==> config.mk <==
export PLATFORM = sky130hd
export DESIGN_NAME = ssd_scan_ctrl
export DESIGN_NICKNAME = d
export VERILOG_FILES = /design/src/rtl/ssd_scan_ctrl.sv
export SDC_FILE = /design/constraint.sdc
export NUM_CORES = 1
export LEC_CHECK = 0
export BUFFER_PORTS_ARGS = -buffer_cell sky130_fd_sc_hd__buf_2
export CAP_MARGIN = 15
export CORE_ASPECT_RATIO = 1.1
export CORE_MARGIN = 4
export CORE_UTILIZATION = 57
export CTS_CLUSTER_DIAMETER = 80
export DETAILED_ROUTE_END_ITERATION = 16
export PLACE_DENSITY = 0.88
export RECOVER_POWER = 25
export SLEW_MARGIN = 20
export SYNTH_ARGS = -nofsm -noshare
export SYNTH_HDL_FRONTEND = slang
export SYNTH_SLANG_ARGS = --single-unit
==> constraint.sdc <==
create_clock -name clk -period 3.9 [get_ports clk]
set_clock_uncertainty 0.2 [all_clocks]
set_input_delay 0.585 -clock clk [delete_from_list [all_inputs] [get_ports clk]]
set_output_delay 0.585 -clock clk [all_outputs]
set_load 0.05 [all_outputs]
==> src/rtl/ssd_scan_ctrl.sv <==
// Seven-segment scan controller: steps one digit per prescaler tick and feeds BCD/cs to the
// decoder. Frames are double-buffered and committed only when the scan wraps to digit 0.
module ssd_scan_ctrl #(
  parameter int NUM_DIGITS = 4,
  parameter int PRESCALE   = 50000
) (
  input  logic                    clk,
  input  logic                    rst_n,
  input  logic                    load,
  input  logic [4*NUM_DIGITS-1:0] digits_in,
  input  logic                    blank_lz,
  output logic [3:0]              bcd_out,
  output logic                    cs_out,
  output logic [NUM_DIGITS-1:0]   dig_sel,
  output logic                    frame_upd
);

  localparam int CW = $clog2(PRESCALE);
  localparam int IW = $clog2(NUM_DIGITS);
  localparam logic [CW-1:0] CNT_MAX = CW'(PRESCALE - 1);
  localparam logic [IW-1:0] IDX_MAX = IW'(NUM_DIGITS - 1);

  logic [CW-1:0]             cnt_q, cnt_d;
  logic [IW-1:0]             idx_q, idx_d;
  logic                      run_q, run_d;
  logic                      pend_q, pend_d;
  logic [4*NUM_DIGITS-1:0]   disp_q, disp_d;
  logic [4*NUM_DIGITS-1:0]   shadow_q, shadow_d;
  logic [3:0]                bcd_q, bcd_d;
  logic                      cs_q, cs_d;
  logic [NUM_DIGITS-1:0]     sel_q, sel_d;
  logic                      fu_q, fu_d;

  logic tick, wrap, commit, upper_zero;

  // load is a one-cycle strobe with no backpressure: every asserted cycle is accepted and
  // the newest frame (shadow or same-edge digits_in) is what gets committed.
  always_comb begin
    tick     = (cnt_q == CNT_MAX);
    cnt_d    = tick ? '0 : cnt_q + CW'(1);
    // run_q distinguishes the very first tick, which lights digit 0 without advancing.
    run_d    = run_q | tick;
    wrap     = tick && run_q && (idx_q == IDX_MAX);
    idx_d    = idx_q;
    if (tick && run_q) idx_d = wrap ? '0 : idx_q + IW'(1);

    commit   = wrap && (pend_q || load);
    disp_d   = disp_q;
    if (commit) disp_d = load ? digits_in : shadow_q;
    shadow_d = load ? digits_in : shadow_q;
    pend_d   = commit ? 1'b0 : (load ? 1'b1 : pend_q);

    upper_zero = 1'b1;
    for (int j = 0; j < NUM_DIGITS; j++) begin
      if (j >= int'(idx_d) && disp_d[4*j +: 4] != 4'd0) upper_zero = 1'b0;
    end

    bcd_d = disp_d[{idx_d, 2'b00} +: 4];
    cs_d  = (bcd_d <= 4'd9) && !(blank_lz && (idx_d != '0) && upper_zero);
    sel_d = '0;
    sel_d[idx_d] = 1'b1;
    fu_d  = commit;
  end

  always_ff @(posedge clk or negedge rst_n) begin
    if (!rst_n) begin
      cnt_q    <= '0;
      idx_q    <= '0;
      run_q    <= 1'b0;
      pend_q   <= 1'b0;
      disp_q   <= '0;
      shadow_q <= '0;
      bcd_q    <= '0;
      cs_q     <= 1'b0;
      sel_q    <= '0;
      fu_q     <= 1'b0;
    end else begin
      cnt_q    <= cnt_d;
      idx_q    <= idx_d;
      run_q    <= run_d;
      pend_q   <= pend_d;
      disp_q   <= disp_d;
      shadow_q <= shadow_d;
      fu_q     <= fu_d;
      if (tick) begin
        bcd_q <= bcd_d;
        cs_q  <= cs_d;
        sel_q <= sel_d;
      end
    end
  end

  assign bcd_out   = bcd_q;
  assign cs_out    = cs_q;
  assign dig_sel   = sel_q;
  assign frame_upd = fu_q;

endmodule

==> flow_summary.yaml <==
worst_hold_path:
  hp-class: "register to register"
die:
  fp.dieW_um: 73.7
  row_count: 26
  initial_utilization_pct: 58.5
  ioPinCount: 30
  coreArea_mm2: 0.00462
  fp.dieArea_mm2: 0.00591
  chipHeight_um: 80.2
sta:
  period_minus_slack_ps: 3290
  finalHoldViolations: 0
  setup_tns_ps: 0
  worstMarginPinSlew_ps: 2000
  fin_crit_sh_pct: 84.4
  hold_ws_ps: 256
  fin_ws_ps: 610
  rsz0062_at_grt: "no"
  slew_headroom_pct: -33.4
  setup_viol: 0
  max_freq_mhz: 304
  slew_viol_final: 40
drt:
  route.detailed.drc: 0
  wl_per_cell_um: 15.9
  vias: 1769
  drtAntennaViolNets: 0
  via_per_inst: 5.55
  postRouteWirelength_um: 5090
  drt_iter0_markers: 106
  dr.pass1.iters: 4
synthesis:
  avgSynthCellArea_um2: 12.3
  yosysTopAreaCell: "dfrtp_1"
  synthAdderAreaFrac_pct: 0.925
  seq_area_frac_synth_pct: 57.4
  synth_flop_cell: "dfrtp_1"
  ys_warn_count: 0
  synth_xor_area_share_pct: 3.24
  yosys.cell_types.count: 36
  synthCells: 219
  synth.area.top_cells: "dfrtp_1 (57%), mux2_2 (14%), mux2i_1 (3.7%)"
  synth_compound_area_share_pct: 5.69
  synthMuxAreaShare_pct: 17.4
  yosys.area_share.simple_pct: 12.7
  syn_nets: 241
  synth_most_common_cell: "dfrtp_1"
  synth_edf_count: 0
  async_flop_share_pct: 100
  synth_seq_cells: 62
  synth_top_family_by_area: "multiplexers"
  yosysTopAreaCellShare_pct: 57.4
  synth_common_cells: "dfrtp_1 (62), mux2_2 (33), nand2_1 (20)"
  syn_area_mm2: 0.00270
power:
  cellPowerDensity_mw_per_mm2: 439
  ir_worst_vdd_v: 0.000366
  p_leak_nw: 1.52
clock_network:
  ctsHoldBuffers: 0
  cts_max_level: 3
  cts_buffers: 9
  clockRootBuffer: "clkbuf_8"
  cts_tree: "built"
  cts_resized: 0
  clkTransAtPathRegs_ps: 70
  postCtsSetupBuffers: 0
  clock_sinks: 62
  clockBufferDepth: 2
  clock_latency_ps: 340
grt:
  grt_overflow_total: 0
  grt_max_degree: 40
  grt_pass1_vias: 1842
  grt_pass1_wl_um: 8720
  antenna_found_initial: 0
  grtUsageTotal_pct: 19.9
final_layout:
  nNetsFinal: 281
  drive_above_1_share_pct: 32.3
  area_delta_synth_final_pct: 16.4
  final_area_mm2: 0.00315
  num_antenna_cells: 0
placement:
  detailed_place_hpwl_um: 3540
  gp_congestion: 0.906
  place_ws_ps: 609
  postPlaceCellArea_mm2: 0.00291
  io_buffers: 29
run:
  max-cap-violations: 1
worst_setup_path:
  end_kind: "register"
  critPathKind: "register to register"
  cp.required_ps: 3980
  start_kind: "register"
  crit_arrival_ps: 3370
  crit_fanout: 17
run_status:
  violations: "capacitance limit, slew limit"
  status: "complete, but fails checks"
==> path summary, 6_finish.rpt <==
check,from,end,slack (ps),cells after the start
max,cnt_q[5],cs_out,610,8
min,cnt_q[0],cnt_q[0],260,1
max reg2reg,cnt_q[5],cs_out,610,8
min reg2reg,cnt_q[0],cnt_q[0],260,1
max in group asynchronous,rst_n,dig_sel[1],1670,2
min in group asynchronous,rst_n,cnt_q[9],610,1
==> worst max-delay path, cell delays in order, from the launching register on <==
cell,delay (ps)
dfrtp_1,440
or4b_1,590
or3_4,430
nor4b_4,270
buf_4,310
mux2_2,380
a21bo_2,230
a22oi_1,190
o221a_2,200
==> routing by layer <==
layer / track usage [%] / vias up / part of all wire (%) / wire, um
li1: - / 848 / - / -
met1: 27.3 / 876 / 48 / 2430
met2: 29.0 / 37 / 46 / 2340
met3: 6.88 / 8 / 4.5 / 227
met4: 7.79 / 0 / 1.7 / 87
met5: 0 / - / 0 / 0
==> report_power, final <==
part	switching (mW)	total (mW)	leakage (nW)	internal, mW
clock	0.230	0.667	0.119	0.437
sequential	0.00390	0.664	0.789	0.660
combinational	0.0288	0.0519	0.611	0.0231
==> state kept, by name (all words and copies together), names as in the netlist <==
| signal | cells |
|---|---|
| idx_q | 2 |
| pend_q | 1 |
| run_q | 1 |
| bcd_out | 4 |
| cs_out | 1 |
| dig_sel | 4 |
| cnt_q | 16 |
| disp_q | 16 |
| shadow_q | 16 |
| frame_upd | 1 |
==> kinds of logic (layout without fill, tap and decap cells) <==
kind of cell    count (synthesis)  in the layout
buf+inv                        12             56
simple gates                   66             66
fa+ha+maj                       2              2
xor+xnor                       10             10
mux                            43             43
flops                          62             62
compound gates                 24             24
==> metrics by stage <==
stage | utilization, % | total power, mW | std cells
after detailed placement | 63.0 | 0.729 | 304
after floorplan | - | 0.700 | 219
after global routing | 68.1 | 1.44 | 319
after global placement | 63.0 | 0.725 | 304
final | 68.1 | 1.38 | 319
after CTS | 68.1 | 1.40 | 319
==> cell usage in the layout (no fill, tap or decap), types with 3 or more instances in the layout <==
cell type,instances
bufinv_16,3
mux2i_1,10
nor4_1,3
dfrtp_1,62
nand3_1,6
buf_4,5
xnor2_1,4
a22oi_1,3
clkbuf_8,10
o21ai_0,9
nor2_1,19
mux2_2,33
buf_2,28
nand4_1,4
nand2_1,20
xor2_1,6
inv_1,6
a21oi_1,5
==> cell type report <==
cell class / instances / area [um^2]
Timing Repair Buffer: 34 / 181
Clock buffer: 11 / 141
Tap cell: 56 / 70.1
Inverter: 7 / 26.3
Clock inverter: 4 / 95.1
Sequential cell: 62 / 1550
Multi-Input combinational cell: 145 / 1080
Fill cell: 338 / 1470
Note: power is estimated with default switching activity, not from simulation.
